===== src/rtl/ntfy_event_mux_if.sv =====
// ntfy_event_mux_if: per-source event request bus plus the outgoing event-record stream.
// The slave modport is the mux's view; master is the environment (sources + consumer).
interface ntfy_event_mux_if #(
   parameter int unsigned NUM_SRC = 4
);
   logic [NUM_SRC-1:0]    s_src_valid;
   logic [NUM_SRC-1:0]    s_src_ready;
   logic [NUM_SRC*14-1:0] s_src_hdr;
   logic [NUM_SRC*96-1:0] s_src_payload;
   logic [31:0]           m_evd_data;
   logic                  m_evd_valid;
   logic                  m_evd_last;
   logic                  m_evd_ready;

   modport slave (
      input  s_src_valid, s_src_hdr, s_src_payload, m_evd_ready,
      output s_src_ready, m_evd_data, m_evd_valid, m_evd_last
   );

   modport master (
      output s_src_valid, s_src_hdr, s_src_payload, m_evd_ready,
      input  s_src_ready, m_evd_data, m_evd_valid, m_evd_last
   );
endinterface


===== src/rtl/ntfy_event_mux.sv =====
// ntfy_event_mux: round-robin arbiter that serialises fixed-format event requests into
// 1-4 word records (header + payload) stamped with a global 16-bit sequence number.
// Optional feature macro: NTFY_EVMUX_TSTAMP_EN appends a 32-bit grant-cycle timestamp
// after the payload when the record has room for it.
module ntfy_event_mux #(
   parameter int unsigned NUM_SRC  = 4,
   parameter int unsigned SRC_BITS = 2
) (
   input logic             clk,
   input logic             rst,
   ntfy_event_mux_if.slave bus
);
   localparam logic [0:0] StIdle = 1'b0;
   localparam logic [0:0] StSend = 1'b1;

   logic [0:0]          state_q, state_d;
   logic [SRC_BITS-1:0] rr_ptr_q, rr_ptr_d;
   logic [15:0]         seqno_q, seqno_d;
   logic [1:0]          wcnt_q, wcnt_d;
   logic [1:0]          nwords_q, nwords_d;
   logic [3:0][31:0]    rec_q, rec_d;

   logic                grant;
   logic [SRC_BITS-1:0] winner;
   logic [SRC_BITS:0]   cand;
   logic [13:0]         sel_hdr;
   logic [95:0]         sel_pl;
   logic [1:0]          sel_sz;
   logic [1:0]          esz;
   logic [3:0][31:0]    rec_new;

   // Pick the first requester at or after rr_ptr, wrapping around.
   always_comb begin
      grant  = 1'b0;
      winner = '0;
      cand   = '0;
      for (int unsigned i = 0; i < NUM_SRC; i++) begin
         cand = {1'b0, rr_ptr_q} + (SRC_BITS+1)'(i);
         if (cand >= (SRC_BITS+1)'(NUM_SRC)) begin
            cand = cand - (SRC_BITS+1)'(NUM_SRC);
         end
         if (!grant && bus.s_src_valid[cand[SRC_BITS-1:0]]) begin
            grant  = 1'b1;
            winner = cand[SRC_BITS-1:0];
         end
      end
   end

   assign sel_hdr = bus.s_src_hdr[32'(winner)*14 +: 14];
   assign sel_pl  = bus.s_src_payload[32'(winner)*96 +: 96];
   assign sel_sz  = sel_hdr[13:12];

`ifdef NTFY_EVMUX_TSTAMP_EN
   logic [31:0] tstamp_q;

   // Free-running cycle counter sampled into the record at grant time.
   always_ff @(posedge clk or negedge rst) begin
      if (!rst) begin
         tstamp_q <= '0;
      end else begin
         tstamp_q <= tstamp_q + 32'd1;
      end
   end

   // A full (sz=3) record has no spare word, so the timestamp is dropped there.
   assign esz = (sel_sz == 2'd3) ? 2'd3 : sel_sz + 2'd1;
`else
   assign esz = sel_sz;
`endif

   // Assemble the whole record at grant; seqno is stable until the record completes.
   always_comb begin
      rec_new    = '0;
      rec_new[0] = {seqno_q, 2'b00, esz, sel_hdr[11:0]};
      rec_new[1] = sel_pl[31:0];
      rec_new[2] = sel_pl[63:32];
      rec_new[3] = sel_pl[95:64];
`ifdef NTFY_EVMUX_TSTAMP_EN
      if (sel_sz != 2'd3) begin
         rec_new[sel_sz + 2'd1] = tstamp_q;
      end
`endif
   end

   // Next-state: arbitrate in idle, stream words in send.
   always_comb begin
      state_d  = state_q;
      rr_ptr_d = rr_ptr_q;
      seqno_d  = seqno_q;
      wcnt_d   = wcnt_q;
      nwords_d = nwords_q;
      rec_d    = rec_q;
      case (state_q)
         StIdle: begin
            if (grant) begin
               state_d  = StSend;
               rr_ptr_d = (winner == SRC_BITS'(NUM_SRC - 1)) ? '0 : winner + 1'b1;
               rec_d    = rec_new;
               wcnt_d   = 2'd0;
               nwords_d = esz;
            end
         end
         StSend: begin
            if (bus.m_evd_ready) begin
               if (wcnt_q == nwords_q) begin
                  state_d = StIdle;
                  seqno_d = seqno_q + 16'd1;
                  wcnt_d  = 2'd0;
               end else begin
                  wcnt_d = wcnt_q + 2'd1;
               end
            end
         end
         default: state_d = StIdle;
      endcase
   end

   // State registers.
   always_ff @(posedge clk or negedge rst) begin
      if (!rst) begin
         state_q  <= StIdle;
         rr_ptr_q <= '0;
         seqno_q  <= '0;
         wcnt_q   <= '0;
         nwords_q <= '0;
         rec_q    <= '0;
      end else begin
         state_q  <= state_d;
         rr_ptr_q <= rr_ptr_d;
         seqno_q  <= seqno_d;
         wcnt_q   <= wcnt_d;
         nwords_q <= nwords_d;
         rec_q    <= rec_d;
      end
   end

   // One-cycle acknowledge in the grant cycle; held off while reset is asserted.
   always_comb begin
      bus.s_src_ready = '0;
      if (rst && (state_q == StIdle) && grant) begin
         bus.s_src_ready[winner] = 1'b1;
      end
   end

   assign bus.m_evd_valid = (state_q == StSend);
   assign bus.m_evd_last  = (state_q == StSend) && (wcnt_q == nwords_q);
   assign bus.m_evd_data  = (state_q == StSend) ? rec_q[wcnt_q] : 32'd0;

endmodule


===== src/flat_wrapper.sv =====
// flat-port wrapper written by rule: the top's interface ports become plain ports
module ntfy_event_mux_flat 
#(
   parameter int unsigned NUM_SRC  = 4,
   parameter int unsigned SRC_BITS = 2
)
  (clk, rst, bus_s_src_valid, bus_s_src_hdr, bus_s_src_payload, bus_m_evd_ready, bus_s_src_ready, bus_m_evd_data, bus_m_evd_valid, bus_m_evd_last);
  ntfy_event_mux_if #(.NUM_SRC(NUM_SRC)) bus_i ();
  input logic clk;
  input logic rst;
  input wire logic [$bits(bus_i.s_src_valid)-1:0] bus_s_src_valid;
  input wire logic [$bits(bus_i.s_src_hdr)-1:0] bus_s_src_hdr;
  input wire logic [$bits(bus_i.s_src_payload)-1:0] bus_s_src_payload;
  input wire logic [$bits(bus_i.m_evd_ready)-1:0] bus_m_evd_ready;
  output wire logic [$bits(bus_i.s_src_ready)-1:0] bus_s_src_ready;
  output wire logic [$bits(bus_i.m_evd_data)-1:0] bus_m_evd_data;
  output wire logic [$bits(bus_i.m_evd_valid)-1:0] bus_m_evd_valid;
  output wire logic [$bits(bus_i.m_evd_last)-1:0] bus_m_evd_last;
  assign bus_i.s_src_valid = bus_s_src_valid;
  assign bus_i.s_src_hdr = bus_s_src_hdr;
  assign bus_i.s_src_payload = bus_s_src_payload;
  assign bus_i.m_evd_ready = bus_m_evd_ready;
  assign bus_s_src_ready = bus_i.s_src_ready;
  assign bus_m_evd_data = bus_i.m_evd_data;
  assign bus_m_evd_valid = bus_i.m_evd_valid;
  assign bus_m_evd_last = bus_i.m_evd_last;
  ntfy_event_mux #(.NUM_SRC(NUM_SRC), .SRC_BITS(SRC_BITS)) u_core (.clk(clk), .rst(rst), .bus(bus_i));
endmodule

===== config.mk =====
export PLATFORM = sky130hd
export DESIGN_NAME = ntfy_event_mux_flat
export DESIGN_NICKNAME = d
export VERILOG_FILES = /design/src/rtl/ntfy_event_mux_if.sv /design/src/rtl/ntfy_event_mux.sv /design/src/flat_wrapper.sv
export SDC_FILE = /design/constraint.sdc
export NUM_CORES = 1
export LEC_CHECK = 0
export CAP_MARGIN = 20
export CORE_AREA = 2 2 189 191
export DETAILED_ROUTE_END_ITERATION = 12
export DIE_AREA = 0 0 191 193
export SLEW_MARGIN = 20
export SYNTH_ARGS = -nofsm -noshare
export SYNTH_HDL_FRONTEND = slang
export SYNTH_SLANG_ARGS = --single-unit

===== constraint.sdc =====
create_clock -name clk -period 5.4 [get_ports clk]
set_input_delay 0.54 -clock clk [delete_from_list [all_inputs] [get_ports clk]]
set_output_delay 0.54 -clock clk [all_outputs]
set_load 0.02 [all_outputs]

==> results.yml, run 1 <==
grt:
  gr-usage-met1_pct: 23.6
  grt_use_met3_pct: 5.32
  busiest_layer: "met2"
  met2_usage_pct: 33.8
  antenna_found_initial: 3
  grt_max_degree: 130
  gr-total-overflow: 0
  grt_use_total_pct: 19.3
  grt_pass1_wl_mm: 53.2
  grt_pass1_vias: 9079
place:
  place.gp.congestion: 0.781
  dp_hpwl_mm: 27.9
  port_buffers: 484
  place_area_um2: 14500
synthesis:
  ys_async_sr_fraction_pct: 100
  synth_cells: 864
  synth_top_cell_by_area: "dfrtp_1"
  synth_edf_count: 0
  synth_commonest_cells: "222 x mux2i_1, 172 x nand2_1, 147 x dfrtp_1"
  synth_area_leaders: "dfrtp_1 39%, mux2i_1 24%, o221ai_1 10%, mux4_2 7.2%, nand2_1 6.9%"
  synth_ff_type: "dfrtp_1"
  netlist_area_um2: 9410
  yosys_warnings: 0
  yosysMostFrequentCell: "mux2i_1"
  ys_seq_area_share_pct: 39.1
  yosysTopAreaCellShare_pct: 39.1
  syn_area_per_cell_um2: 10.9
  syn_nets: 1313
  synth-seq-cells: 147
  synth_cell_types: 34
worst_setup_path:
  ff2ff_setup_slack_ns: 2.18
  r2r_cells: 4
  cp_max_fo: 40
  critPathCaptureType: "primary output"
  start_kind: "flip-flop"
  arrival_ns: 3.07
  worst_ep_required_time_ns: 4.86
  path_class: "reg -> out"
  r2r_end: "u_core.rec_q[89]"
  crit_start: "u_core.bus.m_evd_valid"
  crit_path_end: "bus_s_src_ready[0]"
  rr_startpoint: "u_core.bus.m_evd_valid"
run:
  maxCapViolCount: 0
die:
  coreArea_um2: 35000
  row_count: 69
  die_h_um: 193
  die-area_um2: 36900
  die_w_um: 191
  ioPinCount: 485
  start_util_pct: 26.9
drt:
  viasPerCell: 4.91
  wl_per_cell_um: 20.6
  drt_first_pass_iters: 5
  vias: 8709
  routed_wl_mm: 36.6
  drtIter0Drc: 474
  drtAntennaViolNets: 0
  drc: 0
layout:
  area_growth_pct: 60.5
  drive_gt1_share_pct: 6.41
  nFillCells: 3383
  final_area_um2: 15100
  final_nets: 1747
  post-route-util_pct: 43.2
timing:
  fmax_ghz: 0.277
  worstMarginPinSlew_ns: 1.03
  rsz0062_at_grt: "false"
  skew_ns: 0.0130
  finalCriticalPeriod_ns: 3.61
  slew_violations: 0
  final_hold_viol_count: 0
  finalSetupViolCount: 0
  fin_tns_setup_ns: 0
  timing.slew.headroom_pct: 31.5
  min_period_over_period_pct: 66.9
clock_network:
  clock_latency_ns: 0.42
  numCtsBuffers: 17
  cts_setup_buffers: 0
  cts_sinks: 147
  cts_tree: "done"
  clk_pin_slew_ns: 0.07
  ctsResizeCount: 0
  h-tree-depth: 4
  root_buffer: "clkbuf_16"
  clockBufferDepth: 2
  postCtsHoldBufs: 0
worst_hold_path:
  hold_path.class: "in -> async"
status:
  outcome: "finished clean"
power:
  ir_drop_mv: 0.923
  leakagePower_nw: 6.43
  pwr_density_cell_nw_per_um2: 451
[worst max-delay path, stage by stage (launching register included)]
cell and delay [ns]:
dfrtp_2 0.71, nor2_2 0.89, nand2_1 0.20, nor3_1 0.22
clkdlybuf4s50_1 0.64
[where the power goes]
part	leakage [nW]	internal, mW	switching, mW
Sequential	1.85	1.57	0.464
Clock	0.309	0.753	0.559
Combinational	4.27	1.78	1.69
Total	6.43	4.10	2.71
[layout make-up]
| class | count | area (um2) | area share (%) |
|---|---|---|---|
| multi-input cells | 636 | 5240 | 34.7 |
| repair buffers | 492 | 4940 | 32.8 |
| flip-flops and latches | 147 | 3680 | 24.4 |
| well taps | 461 | 577 | 3.82 |
| clock buffers | 17 | 425 | 2.82 |
| clock inverters | 15 | 206 | 1.37 |
| inverters | 4 | 15.0 | 0.0995 |
| diodes | 2 | 5.00 | 0.0332 |
[state kept, by name, summed over array words and instances (netlist names)]
| name | cells |
|---|---|
| u_core.rr_ptr_q | 2 |
| u_core.seqno_q | 16 |
| u_core.rec_q | 125 |
| u_core.bus.m_evd_valid | 1 |
| u_core.nwords_q | 1 |
| u_core.wcnt_q | 2 |
[kinds of logic after synthesis]
logic type      after synthesis  share of synthesized area (%)
mux                         255                           31.2
simple gates                238                           11.1
flops                       147                           39.1
compound gates              124                           11.3
buf+inv                      81                           5.41
xor+xnor                     17                           1.58
fa+ha+maj                     2                          0.266
[per-stage QoR]
step           cells  power, mW  hold slack [ns]  setup WS (ns)
3_5_place_dp    1740       5.55            0.462           1.71
4_1_cts         1772       6.89            0.177           1.76
2_1_floorplan    864       4.23            0.244           3.01
6_report        1774       6.81            0.133           1.79
3_3_place_gp    1740       5.49            0.458           1.88
5_1_grt         1773       7.27            0.179           1.53
[layout by cell type, fill, tap and decap left out, drive strengths merged, types with 2 or more instances in the layout]
cell type      Yosys  routed
dfrtp            147     147
nor2b              4       4
o21ai              4       4
nor3               5       5
xor2               7       7
a22oi              2       2
bufinv             0       3
diode              0       2
and2              31      31
inv                4      14
xnor2             10      10
nand4              4       4
ha                 2       2
a21oi              3       3
and3               6       6
mux2               3       3
nand3              2       2
mux2i            222     222
mux4              30      30
buf               64       9
nor2               9       9
clkdlybuf4s50      0     483
nand2            172     172
clkbuf            13      17
a22o               2       2
nand2b             2       2
o221ai           110     110
[how the worst min path moves through the flow]
stage,end,slack (ns),cells past startpoint
final,u_core.rec_q[117],0.13,1
after global routing,u_core.rec_q[117],0.18,1
after CTS,u_core.rec_q[55],0.18,1
after detailed placement,u_core.rec_q[31],0.46,2
after global placement,u_core.rec_q[22],0.46,2
after floorplan,u_core.bus.m_evd_valid,0.24,0
[metal layers]
metal | up-vias | wire, um
met3 | 21 | 2610
met5 | - | 16
li1 | 4119 | -
met1 | 4259 | 14500
met4 | 2 | 439
met2 | 308 | 19000
(Power assumes the default switching activity.)
==> inputs of run 2 (changes only) <==
CORE_AREA = 2 2 188 190   (was 2 2 189 191)
DIE_AREA = 0 0 190 192   (was 0 0 191 193)
clock period = 3.3 ns   (was 5.4 ns; I/O delays follow)
==> run 2 against run 1 <==
  * Combinational power grew 71%
  * First-iteration DRC count is 29% lower
  * The flow now finishes with violations (hold timing)
  * Flip-flop and latch count unchanged
  * Clock power is 63% higher
  * Die area is 1.0% lower
  * Clock skew is 0.0018 ns higher
  * Cell area up 0.82%
  * Final cell count stayed put
  * Count of clock-buffer cells in the layout unchanged
  * Worst setup slack lost 1.5 ns
  * Sequential power grew 57%
==> results.yml, run 2 (same netlist as run 1, synthesis figures left out) <==
drt:
  vias: 8745
  drtIter0Drc: 337
  drt_first_pass_iters: 4
  drc: 0
  wl_per_cell_um: 20.9
  routed_wl_mm: 37.0
  drtAntennaViolNets: 0
  viasPerCell: 4.93
place:
  dp_hpwl_mm: 27.6
  place_area_um2: 14600
  post-place-ws_ns: 0.497
  place.gp.congestion: 0.788
  port_buffers: 484
grt:
  grt_max_degree: 148
  gr-total-overflow: 0
  grt_pass1_wl_mm: 54.4
  antenna_found_initial: 2
  grt_use_total_pct: 19.7
  grt_pass1_vias: 9249
timing:
  worstMarginPinSlew_ns: 0.918
  worst_slack_ns: 0.321
  fin_tns_setup_ns: 0
  finalSetupViolCount: 0
  skew_ns: 0.0149
  slew_violations: 0
  timing.slew.headroom_pct: 38.8
  hold_slack_ns: -0.00259
  fmax_ghz: 0.336
  finalCriticalPeriod_ns: 2.98
  min_period_over_period_pct: 90.3
  final_hold_viol_count: 1
  rsz0062_at_grt: "false"
die:
  die-area_um2: 36500
  die_w_um: 190
  coreArea_um2: 34300
  start_util_pct: 27.4
  die_h_um: 192
  row_count: 68
  ioPinCount: 485
status:
  outcome: "complete, but fails checks"
  violations: "hold timing"
clock_network:
  root_buffer: "clkbuf_16"
  clock_latency_ns: 0.43
  postCtsHoldBufs: 0
  cts_tree: "done"
  cts_setup_buffers: 0
  ctsResizeCount: 0
  h-tree-depth: 4
  numCtsBuffers: 17
  clockBufferDepth: 2
  clk_pin_slew_ns: 0.08
  cts_sinks: 147
power:
  p_clk_share_pct: 19.0
  ir_drop_mv: 0.461
  pwr_density_cell_nw_per_um2: 739
  switching_share_pct: 39.7
  leakagePower_nw: 6.49
  switching_power_mw: 4.47
  comb_power_share_pct: 52.7
  p_seq_share_pct: 28.3
  p_int_mw: 6.78
layout:
  final_nets: 1755
  layout_common_cells: "483 x clkdlybuf4s50_1, 222 x mux2i_1, 170 x nand2_1"
  area_growth_pct: 61.8
  largest_reg_flops: 125
  final_area_um2: 15200
  antennaDiodeCount: 0
  drive_gt1_share_pct: 6.97
  max_flop_register: "u_core.rec_q"
  layout_commonest_cell: "clkdlybuf4s50_1"
  reg.largest.list: "u_core.rec_q (125), u_core.seqno_q (16)"
worst_setup_path:
  crit_start: "u_core.wcnt_q[1]"
  cp_max_fo: 22
  critPathCaptureType: "primary output"
  arrival_ns: 2.65
  path_cells: "buf_4 -> mux4_2 -> and2_1 -> clkdlybuf4s50_1"
  start_kind: "flip-flop"
  worst_ep_required_time_ns: 2.97
  critPathMaxStageDelay_ns: 0.65
  critPathSlowestCell: "dfrtp_2"
  path_class: "reg -> out"
  rr_startpoint: "u_core.rr_ptr_q[1]"
worst_hold_path:
  hold_path.class: "in -> async"
run:
  maxCapViolCount: 0
## run 2: critical path, delay by kind of cell, from the launching register on
family        cells  cell delay [ns]
simple gates      1             0.20
mux               1             0.35
buf+inv           2             1.01
flops             1             0.65
## run 2: layout make-up
type | instances | area (um2)
Clock buffer | 17 | 425
Clock inverter | 15 | 208
Fill cell | 3295 | 19100
Inverter | 4 | 15.0
Multi-Input combinational cell | 636 | 5240
Sequential cell | 147 | 3680
Tap cell | 455 | 569
Timing Repair Buffer | 500 | 5080
## run 2: power groups by stage
stage	logic, mW	registers, mW	clock network, mW
floorplan	4.04	2.88	0
detailed placement	5.98	3.21	0
CTS	6.01	3.18	2.20
finish	5.93	3.18	2.14
global placement	5.92	3.19	0
global route	6.43	3.27	2.27
## run 2: path summary, 6_finish.rpt
kind                                           end  slack [ns]  cells past startpoint
worst min register to register  u_core.seqno_q[15]        0.48                      1
worst min-delay path              u_core.rec_q[54]      -0.003                      2
min in group clk                u_core.seqno_q[15]        0.48                      1
worst max-delay path            bus_m_evd_data[29]        0.32                      4
max in group asynchronous        u_core.rec_q[107]        2.55                      2
worst max register to register   u_core.rec_q[105]        1.01                      7
## run 2: metrics by stage
step / util (%) / total power [mW] / cells / hold WS (ns)
after floorplan: - / 6.92 / 864 / 0.0344
after global placement: 42.5 / 9.11 / 1742 / 0.459
after detailed placement: 42.5 / 9.18 / 1742 / 0.463
after CTS: 44.4 / 11.4 / 1774 / 0.107
after global routing: 44.4 / 12.0 / 1774 / 0.119
final: 44.4 / 11.2 / 1774 / -0.00259
## run 2: layer usage
layer | global-route usage [%] | wire length, um | vias to the layer above
met2 | 34.3 | 18700 | 289
met1 | 24.6 | 15500 | 4289
met3 | 4.53 | 2180 | 33
met4 | 4.89 | 592 | 4
met5 | 0 | 21 | -
li1 | - | - | 4130
==> inputs of run 3 (changes only) <==
CORE_AREA = 2 2 190 192   (was 2 2 188 190)
DIE_AREA = 0 0 192 194   (was 0 0 190 192)
clock period = 3 ns   (was 3.3 ns; I/O delays follow)
==> run 3 against run 2 <==
  * The run now ends clean
  * Final cell count is 1.1% higher
  * Clock skew fell by 0.0032 ns
  * Global-route usage about the same
  * Flip-flop and latch count did not move
  * Critical endpoint is now bus_m_evd_data[12]
  * Sequential share of layout area is 0.059 points lower
  * Count of clock-buffer cells in the layout is 1 higher
  * Register-to-register slack got worse by 0.35 ns
  * Worst setup slack got worse by 0.10 ns
  * Critical path depth is the same
  * Highest routed layer is now met4
  * Non-clock buffer count increased by 12
  * Clock power down 3%
==> results.yml, run 3 (same netlist as run 1, synthesis figures left out) <==
layout:
  max_flop_register: "u_core.rec_q"
  final_area_um2: 15300
  drive_gt1_share_pct: 7.74
  layout_common_cells: "483 x clkdlybuf4s50_1, 222 x mux2i_1, 170 x nand2_1"
  area_growth_pct: 62.2
  final_nets: 1767
  layout_commonest_cell: "clkdlybuf4s50_1"
  largest_reg_flops: 125
  reg.largest.list: "u_core.rec_q (125), u_core.seqno_q (16)"
timing:
  slew_violations: 0
  rsz0062_at_grt: "false"
  finalSetupViolCount: 0
  skew_ns: 0.0116
  final_hold_viol_count: 0
  min_period_over_period_pct: 92.7
  timing.slew.headroom_pct: 43.7
  hold_slack_ns: 0.238
  worstMarginPinSlew_ns: 0.844
  fmax_ghz: 0.360
  finalCriticalPeriod_ns: 2.78
drt:
  wl_per_cell_um: 20.7
  drtAntennaViolNets: 0
  viasPerCell: 4.92
  drtIter0Drc: 340
  routed_wl_mm: 37.1
  vias: 8824
  drt_first_pass_iters: 5
  drc: 0
worst_setup_path:
  arrival_ns: 2.48
  critPathCaptureType: "primary output"
  path_class: "reg -> out"
  cp_max_fo: 33
  worst_ep_required_time_ns: 2.70
  start_kind: "flip-flop"
grt:
  grt_max_degree: 112
  grt_pass1_wl_mm: 55.7
  grt_use_total_pct: 19.7
  grt_pass1_vias: 9326
  antenna_found_initial: 1
  gr-total-overflow: 0
power:
  p_seq_share_pct: 28.4
  switching_power_mw: 4.88
  ir_drop_mv: 0.612
  p_int_mw: 7.28
  total_power_mw: 12.2
  comb_power_share_pct: 54.6
  p_clk_share_pct: 17.0
  leakagePower_nw: 6.53
  switching_share_pct: 40.2
  pwr_density_cell_nw_per_um2: 797
die:
  coreArea_um2: 35200
  row_count: 69
  die_w_um: 192
  die_h_um: 194
  die-area_um2: 37200
  ioPinCount: 485
  start_util_pct: 26.7
run:
  maxCapViolCount: 0
place:
  place_area_um2: 14700
  port_buffers: 484
  place.gp.congestion: 0.782
  dp_hpwl_mm: 28.1
clock_network:
  clk_pin_slew_ns: 0.06
  cts_tree: "done"
  root_buffer: "clkbuf_16"
  clockBufferDepth: 2
  cts_sinks: 147
  cts_setup_buffers: 0
  numCtsBuffers: 17
  h-tree-depth: 4
  clock_latency_ns: 0.42
status:
  outcome: "finished clean"
worst_hold_path:
  hold_path.class: "in -> async"
[run 3: power groups by stage]
stage               clock (mW)  sequential, mW  combinational [mW]
floorplan                    0            3.17                4.44
global placement             0            3.47                6.63
detailed placement           0            3.48                6.70
CTS                       2.14            3.46                6.74
global route              2.21            3.55                7.24
finish                    2.07            3.45                6.64
[run 3: layout make-up]
cell class	count	area, um2
fill	3471	20000
multi-input combinational	636	5240
timing repair buffer	512	5180
sequential	147	3680
tap	461	577
clock buffer	18	439
clock inverter	14	116
inverter	4	15.0
antenna	1	2.50
[run 3: repair_timing]
| action | 4_1_cts | 5_1_grt |
|---|---|---|
| resized for setup | 1 | 0 |
| hold endpoints to repair | 34 | 0 |
| hold buffers | 1 | 0 |
| setup endpoints to repair | 3 | 0 |
[run 3: worst paths after layout]
check	startpoint	end	slack, ns	cells after the start
worst max-delay path	u_core.wcnt_q[0]	bus_m_evd_data[12]	0.22	4
worst min-delay path	rst	u_core.rec_q[116]	0.24	2
worst max register to register	u_core.rr_ptr_q[1]	u_core.rec_q[11]	0.66	6
worst min register to register	u_core.rec_q[25]	u_core.rec_q[25]	0.47	2
max in group asynchronous	rst	u_core.wcnt_q[0]	1.72	3
min in group clk	u_core.rec_q[25]	u_core.rec_q[25]	0.47	2
[run 3: worst max-delay path, stage by stage, from the launching register on]
cell,delay (ns)
dfrtp_2,0.44
buf_12,0.31
mux4_2,0.58
and2_1,0.18
clkdlybuf4s50_1,0.56
[run 3: routing by layer]
metal | GRT usage, % | up-vias | wire length [um]
met5 | 0 | - | 0
met4 | 4.44 | 0 | 556
met3 | 4.42 | 24 | 2440
met2 | 34.5 | 321 | 19300
met1 | 24.6 | 4326 | 14800
li1 | - | 4153 | -
[run 3: metrics by stage]
stage / setup TNS, ns / cells / setup WS, ns / utilization, %
floorplan: 0 / 864 / 0.939 / -
global placement: -0.0333 / 1758 / -0.0171 / 41.6
detailed placement: -0.147 / 1759 / -0.0550 / 41.7
CTS: 0 / 1792 / 0.166 / 43.3
global route: 0 / 1793 / 0.0883 / 43.3
finish: 0 / 1793 / 0.220 / 43.3
